**src/rtl/cam_manager_pkg.sv**
```systemverilog
// Shared encodings for the CAM command controller: FSM states, response status and command opcodes.
package cam_manager_pkg;

  typedef enum logic [2:0] {
    ST_IDLE,
    ST_LOOKUP,
    ST_DECIDE,
    ST_WRITE,
    ST_WAIT,
    ST_RESP
  } state_t;

  localparam logic [1:0] RSP_OK        = 2'd0;
  localparam logic [1:0] RSP_EXISTS    = 2'd1;
  localparam logic [1:0] RSP_FULL      = 2'd2;
  localparam logic [1:0] RSP_NOT_FOUND = 2'd3;

  localparam logic OP_INSERT = 1'b0;
  localparam logic OP_DELETE = 1'b1;

endpackage

```
**src/rtl/cam_free_encoder.sv**
```systemverilog
// Lowest-clear-bit priority encoder over the entry valid bitmap; purely combinational.
module cam_free_encoder #(
  parameter int ADDR_WIDTH = 5
) (
  input  logic [(1<<ADDR_WIDTH)-1:0] bitmap,
  output logic [ADDR_WIDTH-1:0]      addr,
  output logic                       none_free
);

  always_comb begin
    addr      = '0;
    none_free = &bitmap;
    // Scan downward so the last assignment wins with the lowest free index.
    for (int i = (1 << ADDR_WIDTH) - 1; i >= 0; i--) begin
      if (!bitmap[i]) addr = ADDR_WIDTH'(i);
    end
  end

endmodule

```
**src/rtl/cam_manager.sv**
```systemverilog
// Insert/delete controller owning a CAM's write and compare ports; one command in flight,
// response after MATCH_LATENCY+2 cycles minimum, new commands held off until the response is taken.
module cam_manager
  import cam_manager_pkg::*;
#(
  parameter int DATA_WIDTH    = 64,
  parameter int ADDR_WIDTH    = 5,
  parameter int MATCH_LATENCY = 1
) (
  input  logic                  clk,
  input  logic                  rst,
  input  logic                  cmd_valid,
  output logic                  cmd_ready,
  input  logic                  cmd_op,
  input  logic [DATA_WIDTH-1:0] cmd_data,
  output logic                  rsp_valid,
  input  logic                  rsp_ready,
  output logic [1:0]            rsp_status,
  output logic [ADDR_WIDTH-1:0] rsp_addr,
  output logic [ADDR_WIDTH-1:0] cam_write_addr,
  output logic [DATA_WIDTH-1:0] cam_write_data,
  output logic                  cam_write_delete,
  output logic                  cam_write_enable,
  input  logic                  cam_write_busy,
  output logic [DATA_WIDTH-1:0] cam_compare_data,
  input  logic                  cam_match,
  input  logic [ADDR_WIDTH-1:0] cam_match_addr,
  output logic [ADDR_WIDTH:0]   entry_count,
  output logic                  full
);

  localparam int ENTRIES = 1 << ADDR_WIDTH;

  state_t                  state, state_nxt;
  logic                    op_q;
  logic [DATA_WIDTH-1:0]   key_q;
  logic [1:0]              lat_cnt;
  logic [ADDR_WIDTH-1:0]   addr_q;
  logic [1:0]              status_q;
  logic [ENTRIES-1:0]      bitmap;
  logic [ADDR_WIDTH:0]     count_q;
  logic                    wait_first;
  logic [ADDR_WIDTH-1:0]   free_addr;
  logic                    none_free;
  logic                    no_room;
  logic                    decide_write;
  logic                    accept;

  cam_free_encoder #(.ADDR_WIDTH(ADDR_WIDTH)) u_free_enc (
    .bitmap    (bitmap),
    .addr      (free_addr),
    .none_free (none_free)
  );

  assign full         = (count_q == (ADDR_WIDTH+1)'(ENTRIES));
  assign no_room      = full | none_free;
  assign decide_write = (op_q == OP_INSERT) ? (!cam_match && !no_room) : cam_match;
  assign accept       = cmd_valid & cmd_ready;

  assign entry_count      = count_q;
  assign rsp_status       = status_q;
  assign rsp_addr         = addr_q;
  assign cam_compare_data = key_q;
  assign cam_write_data   = key_q;
  assign cam_write_addr   = addr_q;
  assign cam_write_delete = op_q;

  always_ff @(posedge clk or posedge rst) begin
    if (rst) state <= ST_IDLE;
    else     state <= state_nxt;
  end

  always_comb begin
    state_nxt        = state;
    cmd_ready        = 1'b0;
    rsp_valid        = 1'b0;
    cam_write_enable = 1'b0;
    unique case (state)
      ST_IDLE: begin
        // Ready is masked while reset is held so the port reads idle-but-closed.
        cmd_ready = !rst;
        if (cmd_valid && !rst) state_nxt = ST_LOOKUP;
      end
      ST_LOOKUP: begin
        if (lat_cnt == 2'd0) state_nxt = ST_DECIDE;
      end
      ST_DECIDE: begin
        state_nxt = decide_write ? ST_WRITE : ST_RESP;
      end
      ST_WRITE: begin
        if (!cam_write_busy) begin
          cam_write_enable = 1'b1;
          state_nxt        = ST_WAIT;
        end
      end
      ST_WAIT: begin
        // Busy may only rise the cycle after enable, so the first WAIT cycle never exits.
        if (!wait_first && !cam_write_busy) state_nxt = ST_RESP;
      end
      ST_RESP: begin
        rsp_valid = 1'b1;
        if (rsp_ready) state_nxt = ST_IDLE;
      end
      default: state_nxt = ST_IDLE;
    endcase
  end

  always_ff @(posedge clk or posedge rst) begin
    if (rst) begin
      op_q       <= 1'b0;
      key_q      <= '0;
      lat_cnt    <= '0;
      addr_q     <= '0;
      status_q   <= RSP_OK;
      bitmap     <= '0;
      count_q    <= '0;
      wait_first <= 1'b0;
    end else begin
      wait_first <= cam_write_enable;
      if (accept) begin
        op_q    <= cmd_op;
        key_q   <= cmd_data;
        lat_cnt <= 2'(MATCH_LATENCY - 1);
      end
      if (state == ST_LOOKUP && lat_cnt != 2'd0) lat_cnt <= lat_cnt - 2'd1;
      if (state == ST_DECIDE) begin
        if (op_q == OP_INSERT) begin
          if (cam_match) begin
            status_q <= RSP_EXISTS;
            addr_q   <= cam_match_addr;
          end else if (no_room) begin
            status_q <= RSP_FULL;
            addr_q   <= '0;
          end else begin
            status_q <= RSP_OK;
            addr_q   <= free_addr;
          end
        end else if (cam_match) begin
          status_q <= RSP_OK;
          addr_q   <= cam_match_addr;
        end else begin
          status_q <= RSP_NOT_FOUND;
          addr_q   <= '0;
        end
      end
      if (cam_write_enable) begin
        bitmap[addr_q] <= (op_q == OP_INSERT);
        if (op_q == OP_INSERT) count_q <= count_q + (ADDR_WIDTH+1)'(1);
        else                   count_q <= count_q - (ADDR_WIDTH+1)'(1);
      end
    end
  end

endmodule

```
**config.mk**
```make
export PLATFORM = sky130hd
export DESIGN_NAME = cam_manager
export DESIGN_NICKNAME = d
export VERILOG_FILES = /design/src/rtl/cam_manager_pkg.sv /design/src/rtl/cam_free_encoder.sv /design/src/rtl/cam_manager.sv
export SDC_FILE = /design/constraint.sdc
export NUM_CORES = 1
export LEC_CHECK = 0
export CORE_ASPECT_RATIO = 0.9
export CORE_MARGIN = 3
export CORE_UTILIZATION = 44
export CTS_CLUSTER_SIZE = 25
export DETAILED_ROUTE_END_ITERATION = 16
export PLACE_DENSITY = 0.89
export SLEW_MARGIN = 20
export SYNTH_ARGS = -nofsm -noshare
export SYNTH_HDL_FRONTEND = slang
export SYNTH_SLANG_ARGS = --single-unit
```
**constraint.sdc**
```tcl
create_clock -name clk -period 5.4 [get_ports clk]
set_input_delay 1.08 -clock clk [delete_from_list [all_inputs] [get_ports clk]]
set_output_delay 1.08 -clock clk [all_outputs]
set_load 0.05 [all_outputs]
```
* Yosys cells after proc, flatten, opt, wreduce, memory -nomap -nowiden *
Index checks and enable logic that the tools add are counted.
Widths: inputs -> output; s select.

word-level totals
  RAM bits = 0
  latch bits = 0
  memories = 0
  register bits after elaboration = 116
  bits of input ports = 76
  output and inout bits = 151
  bits in read-only memories = 0

cells by class
  bitwise gates (word level) = 3
  eq/ne operators = 11
  order comparisons = 2
  reductions and logical operators = 16
  $add $sub $neg = 3
  multipliers = 0
  divide/modulo/power cells = 0
  shift operators = 0
  multiplexer cells = 58

operators by type and width
  operator             count
  $mux 5               36
  $bwmux 32            1
  $reduce_and 32->1    1
  $mux 3               6
  $pmux 3 s6           1
  $mux 2               6
  $ne 2x2->1 const B   5
  $add 6x1->6 const B  1
  $eq 3x2->1 const B   2
  $eq 3x3->1 const B   2
  $eq 6x6->1 const B   1
  $lt 5x6->1 const B   1
  $mux 1               6
  $mux 6               1
  $sub 6x1->6 const B  1
  $demux 1 s5          1
  $ge 5x1->1 const B   1
  $logic_and 1x1->1    5
  $logic_not 1->1      5
  $reduce_and 5->1     1
  $reduce_bool 2->1    2
  $eq 3x1->1 const B   1
  $logic_not 3->1      1
  $logic_not 2->1      1
  4 further kinds      4

* Depth between registers and ports, before layout *
Gate-level depths: netlist of run 1.

  depth in word-level cells = 35
  depth in mapped cells = 9
  depth with buffers taken out = 7

* Modules after synthesis *
A second synthesis of run 1 with hierarchy kept.

unflattened totals
  cell total of the unflattened synthesis = 520
  area, all modules = 5756.8 sq um

modules (own cells, without submodules)
  module            instances  area an instance (sq um)  cells each
  cam_manager       1          5382.7                    453
  cam_free_encoder  1          374.1                     67

* Least setup slack after synthesis of run 1 *
No wires, ideal clock.

  kind = input -> register
  start = input port rst
  end = register state[0]
  setup time = 0.125 ns
  data required time = 5.275 ns
  cell stages on the path = 5
  arrival time = 4.363 ns
  buffers on the path = 0
  slack = 0.912 ns
  cell sequence = inv_1 -> a21oi_1 -> o21bai_1 -> a22o_1 -> mux2_2

on the way
  cells in the longest elaborated chain, start to end = 4

RTL lines
  what                        line               source
  start, declared             cam_manager.sv:11  input logic rst,
  $logic_not 1->1 (no line)   --
  $logic_and 1x1->1           cam_manager.sv:82  if (cmd_valid && !rst) state_nxt = ST_LOOKUP;
  $ne 2x2->1 (no line)        --
  $reduce_and 5->1 (no line)  --
  end signal, assigned        cam_manager.sv:70  else state <= state_nxt;
  end, declared               cam_manager.sv:34  state_t state, state_nxt;

Every way passes these cells.
A chain may end at the register's enable or synchronous reset.

* Worst setup path in the final report of run 1 *
  start = input port cam_write_busy
  end = output port cam_write_enable

on the way
  cells in the longest elaborated chain, start to end = 2

RTL lines
  what             line               source
  start, declared  cam_manager.sv:24  input logic cam_write_busy,
  $mux 1           cam_manager.sv:91  if (!cam_write_busy) begin
  $mux 1           cam_manager.sv:78  unique case (state)
  end, declared    cam_manager.sv:23  output logic cam_write_enable,

Every way passes these cells.

==> results.md, run 1 <==
- Status: complete, no violations
- Layout cells sized above 1: 0.1632
- Syn Std Cell Area: 0.005773 sq mm
- Hold path endpoint: rsp_status[0]
- Fill count: 943
- Final setup viols: 0
- Skew-Pair Late Insertion Delay: 0.41 ns
- R2R Path Start: state[0]
- Rel. slew slack: 0.4212
- Area delta synth->final: 43.17%
- CP endpoint kind: output port
- Worst Hold Class: reg2reg
- Gpl congestion: 0.9155
- Critical path class: in2out
- Area occupied by multi-input gates: 0.002160 sq mm
- Pins Over Slew Limit: 0
- CTS clk-pin slew, worst paths: 0.05 ns
- Dpl cells: 812
- Clk_skew: 0.007158 ns
- Wirelength per Cell: 17.91 microns
- Reg2Reg Setup Slack: 2.93 ns
- Hold path start: rsp_status[0]
- Die W: 126.7 microns
- Peak Freq: 257.7 MHz
- Synth warnings: 0
- Gr ovfl total: 0
- Worst R2R Path Depth: 4
- Fin crit share: 0.7187
- First-pass GRT wire length: 23860 microns
- Max-cap viol count: 0
- Hold buffers post-CTS: 0
- Crit-path slowest cell: clkdlybuf4s50_1
- DRT antenna net count: 0
- Crit path max fanout: 9
- DRC viols: 0
- Endpoints failing hold: 0
- Most common cell after layout, fill and taps aside: clkdlybuf4s50_1
- Prevailing post-synth register cell: dfrtp_1
- Register area: 0.002903 sq mm
- Worst R2R End: cam_compare_data[40]
- Critical path's most frequent cell: clkdlybuf4s50_1
- CTS resizes: 0
- Startpoint Class: input port
- Clock Path Buffers: 2
- Initial antenna violation count: 0
- H-tree depth: 4
- Io pins: 227
- Final HPWL DP: 10880 microns
- Register area share after synthesis: 0.5028
- TNS Setup: 0 ns
- Crit path cell chain: clkdlybuf4s50_1, nand3b_4, clkinv_1, clkdlybuf4s50_1
- Most frequent cells in the layout: clkdlybuf4s50_1, dfrtp_1, mux2_2
- Starting Density: 0.4516
- Input/output buffers: 226
- Yosys cell types: 50
- Clock Sinks: 116
- Mapped Cells: 517
- Async set-reset flop share out of synthesis: 1.000
- FP Rows: 39
- Core area: 0.01278 sq mm
- Total track usage: 0.2094
- Number of synthesized flops with an enable pin: 0
- Crit-path leading delay family: buffers and inverters
- Drt pass-1 iters: 5
- Min cycle time layout: 3.881 ns
- Hold path depth: 2
- Antenna cells: 0
- Critical path's largest stage delay: 0.77 ns
- Via-per-instance ratio: 5.435
- Worst EP arrival: 2.80 ns
- Initial DRC Count: 385
- Total CTS buffers: 17
- TritonCTS clock tree: built
- Worst slew pin tran: 0.8651 ns
- Buf+Inv Stages, Crit Path: 3
- Syn Area/Cell: 11.17 sq um
- CTS root buf: clkbuf_16
- RSZ-0062 raised after global routing: no
- Via count: 4587
- Vias in the first global route: 4648
- Syn_nets: 599
- CP Data Required Time: 4.32 ns
- Final Non-Filler Cells: 844
- Die height: 114.7 microns
- Layout Nets: 749
- Post-synthesis register bit count: 116
- Full die area: 0.01453 sq mm
- Post-route worst setup slack: 1.519 ns
- Post-Place Setup Slack: 1.530 ns
- Post-CTS Setup Repair Bufs: 0
- Pin count of the biggest net entering global routing: 66
- Total Wirelength: 15110 microns
## how the worst max path moves through the flow
stage | start | end | slack, ns | cells past startpoint
4_1_cts | cam_write_busy | cam_write_enable | 1.51 | 4
6_report | cam_write_busy | cam_write_enable | 1.52 | 4
3_3_place_gp | cam_write_busy | cam_write_enable | 1.55 | 4
2_1_floorplan | rst | state[0] | 0.91 | 5
3_5_place_dp | cam_write_busy | cam_write_enable | 1.53 | 4
5_1_grt | cam_write_busy | cam_write_enable | 1.43 | 4
## per-stage QoR
| step | instance area [sq um] | hold WS (ns) | utilization |
|---|---|---|---|
| after floorplan | 5773 | 0.4569 | - |
| after global placement | 7607 | 0.4680 | 0.5950 |
| after detailed placement | 7607 | 0.4727 | 0.5950 |
| after CTS | 8265 | 0.4971 | 0.6465 |
| after global routing | 8265 | 0.5382 | 0.6465 |
| final | 8265 | 0.4928 | 0.6465 |
## kinds of logic (layout without fill, tap and decap cells)
| logic type | after synthesis | count (layout) | synth area share |
|---|---|---|---|
| AO/OA/AOI/OAI | 116 | 116 | 0.1244 |
| XOR/XNOR | 7 | 7 | 0.01062 |
| adder cells (fa/ha/maj) | 6 | 6 | 0.01430 |
| buffers and inverters | 112 | 275 | 0.1235 |
| flip-flops | 116 | 116 | 0.5028 |
| multiplexers | 66 | 66 | 0.1287 |
| AND/OR/NAND/NOR | 94 | 94 | 0.09558 |
## layer usage
metal / up-vias / global-route usage / part of all wire
met2: 251 / 0.3709 / 0.53
li1: 2084 / - / -
met1: 2224 / 0.2401 / 0.38
met5: - / 0 / 0
met3: 28 / 0.05457 / 0.070
met4: 0 / 0.08935 / 0.018
## cells in the mapped netlist, types with 9 or more instances
cell type / n / area (sq um)
o21ai_0: 49 / 245.2
nand3_1: 16 / 80.08
o31ai_1: 33 / 247.7
mux2_2: 66 / 743.2
nand4_1: 9 / 56.30
nor2_1: 10 / 37.54
a21oi_1: 14 / 70.07
buf_2: 9 / 45.04
dfrtp_1: 116 / 2903
inv_1: 13 / 48.80
nand2_1: 25 / 93.84
buf_4: 69 / 518.0
clkbuf_1: 17 / 63.81
## area by class of cell
| cell class | count | area share |
|---|---|---|
| multi-input combinational | 289 | 0.2613 |
| clock buffer | 19 | 0.05480 |
| timing repair buffer | 229 | 0.2764 |
| inverter | 14 | 0.006661 |
| clock inverter | 13 | 0.02483 |
| tap | 164 | 0.02483 |
| sequential | 116 | 0.3512 |
## worst min-delay path, cell delays in order, from the launching register on
cell     delay, ns
dfrtp_1       0.34
nand2_1       0.05
o21ai_0       0.07
## sequential cells by signal (all words and copies together), names as in the netlist
name / count
rsp_status: 2
lat_cnt: 2
cam_compare_data: 64
wait_first: 1
cam_write_addr: 5
entry_count: 6
state: 3
cam_write_delete: 1
bitmap: 32
Power of run 1 is not shown: default switching activity piles up to over one toggle a cycle in this logic, so the estimate is an artifact.
==> run 2, diff against run 1 <==
- CORE_UTILIZATION: 44 -> 40
- PLACE_DENSITY: 0.89 -> 0.85
- clock period: 5.4 -> 3.4 ns (I/O delays scaled with it)
==> run 2 against run 1 <==
Effect of this change: clock skew grew 0.0016 ns; via count is 1.5% lower; critical path type unchanged; sequential share of layout area increased by 0.080 points; non-clock buffer count grew 3; worst setup slack got worse by 1.1 ns; die area is 9.5% higher; first-iteration DRC count shrank 26%.
==> results.md, run 2 (synthesized netlist as in run 1, its figures left out) <==
- Status: complete, no violations
- Post-CTS Setup Repair Bufs: 0 (unchanged)
- DRT antenna net count: 0 (unchanged)
- Gr ovfl total: 0 (unchanged)
- Initial antenna violation count: 0 (unchanged)
- H-tree depth: 4 (unchanged)
- TritonCTS clock tree: built
- Starting Density: 0.4107 (-0.04084)
- Via-per-instance ratio: 5.178 (-4.7%)
- Clk_skew: 0.008780 ns (+0.001622 ns)
- Pins Over Slew Limit: 0 (unchanged)
- Min cycle time layout: 2.973 ns
- Worst slew pin tran: 0.7953 ns (-0.06984 ns)
- Layout cells sized above 1: 0.1588 (-0.004412)
- Antenna cells: 0 (unchanged)
- Fill count: 1145 (+21%)
- Startpoint Class: input port
- DRC viols: 0 (unchanged)
- Drt pass-1 iters: 5 (unchanged)
- Die height: 120.0 microns (+4.6%)
- Final setup viols: 0 (unchanged)
- Min Hold Slack: 0.4796 ns (-0.01326 ns)
- TNS Setup: 0 ns (unchanged)
- Worst Hold Class: reg2reg
- Peak Freq: 336.3 MHz
- Core area: 0.01406 sq mm (+9.9%)
- Area delta synth->final: 42.85%
- Clock Path Buffers: 2 (unchanged)
- Wirelength per Cell: 17.07 microns (-4.7%)
- Critical path origin: cam_write_busy
- Most frequent cells in the layout: clkdlybuf4s50_1, dfrtp_1, mux2_2
- FP Rows: 41 (+5.1%)
- Endpoints failing hold: 0 (unchanged)
- Gpl congestion: 0.8401 (-8.2%)
- Final HPWL DP: 10960 microns (+0.69%)
- Hold path start: rsp_status[1]
- Layout Nets: 752 (+0.40%)
- RSZ-0062 raised after global routing: no
- CTS resizes: 0 (unchanged)
- Vias in the first global route: 4553 (-2.0%)
- R2R Path Start: cam_write_delete
- Total CTS buffers: 17 (unchanged)
- Total track usage: 0.1899 (-0.01946)
- First-pass GRT wire length: 23850 microns (about the same)
- Worst EP arrival: 2.29 ns (-0.51 ns)
- Pin count of the biggest net entering global routing: 68 (+3.0%)
- Total Wirelength: 14900 microns (-1.4%)
- Rel. slew slack: 0.4698 (+0.04860)
- Skew-Pair Late Insertion Delay: 0.41 ns (about the same)
- Most common cell after layout, fill and taps aside: clkdlybuf4s50_1
- Fin crit share: 0.8745
- Max reg flops: 64 (unchanged)
- Full die area: 0.01591 sq mm (+9.5%)
- Crit path max fanout: 9 (unchanged)
- CP endpoint kind: output port
- CP Data Required Time: 2.72 ns (-1.60 ns)
- Clock Sinks: 116 (unchanged)
- Die W: 132.6 microns (+4.7%)
- Initial DRC Count: 285 (-26%)
- Io pins: 227 (unchanged)
- Critical path class: in2out
- Via count: 4520 (-1.5%)
- CTS clk-pin slew, worst paths: 0.05 ns (about the same)
- Max-cap viol count: 0 (unchanged)
- CTS root buf: clkbuf_16
- Input/output buffers: 226 (unchanged)
- Hold buffers post-CTS: 0 (unchanged)
run 2: cell types whose count changed in the layout (fill, tap and decap cells not counted):
cell / delta
bufinv_16: -3
clkbuf_1: +3
buf_4: +2
clkbuf_8: +2
clkinv_4: -2
clkinvlp_4: -2
buf_12: +1
inv_4: -1
run 2: final cells by class:
| cell class | instances | area (sq um) | share of cell area |
|---|---|---|---|
| Clock buffer | 24 | 491.7 | 0.05963 |
| Clock inverter | 5 | 75.07 | 0.009103 |
| Inverter | 14 | 56.30 | 0.006827 |
| Multi-Input combinational cell | 289 | 2160 | 0.2619 |
| Sequential cell | 116 | 2903 | 0.3520 |
| Tap cell | 193 | 241.5 | 0.02928 |
| Timing Repair Buffer | 232 | 2320 | 0.2813 |
run 2: final timing paths:
| check | slack, ns | end | depth (start not counted) |
|---|---|---|---|
| worst min-delay path | 0.48 | rsp_status[1] | 2 |
| max in group asynchronous | 1.79 | bitmap[15] | 3 |
| worst max register to register | 1.06 | entry_count[5] | 8 |
| worst min register to register | 0.48 | rsp_status[1] | 2 |
| min in group asynchronous | 0.61 | cam_compare_data[33] | 2 |
| worst max-delay path | 0.43 | cam_write_enable | 4 |
run 2: critical path, cell delays in order:
cell,delay [ns]
clkdlybuf4s50_1,0.48
nand3b_4,0.23
clkinv_1,0.10
clkdlybuf4s50_1,0.80
run 2: metal layers:
layer,global-route usage,vias up,routed length (microns)
li1,-,2081,-
met1,0.2144,2199,5782
met2,0.3345,217,7834
met3,0.05155,23,959
met4,0.08896,0,324
met5,0,-,0
run 2: through the flow:
| step | setup slack [ns] | util | instance area, sq um | std cells |
|---|---|---|---|---|
| finish | 0.4267 | 0.5867 | 8247 | 873 |
| global route | 0.3326 | 0.5867 | 8247 | 873 |
| CTS | 0.4230 | 0.5867 | 8247 | 873 |
| detailed placement | 0.4317 | 0.5464 | 7680 | 844 |
| global placement | 0.4463 | 0.5464 | 7680 | 844 |
| floorplan | 0.05718 | - | 5777 | 517 |
Power of run 2 is left out for the same reason.
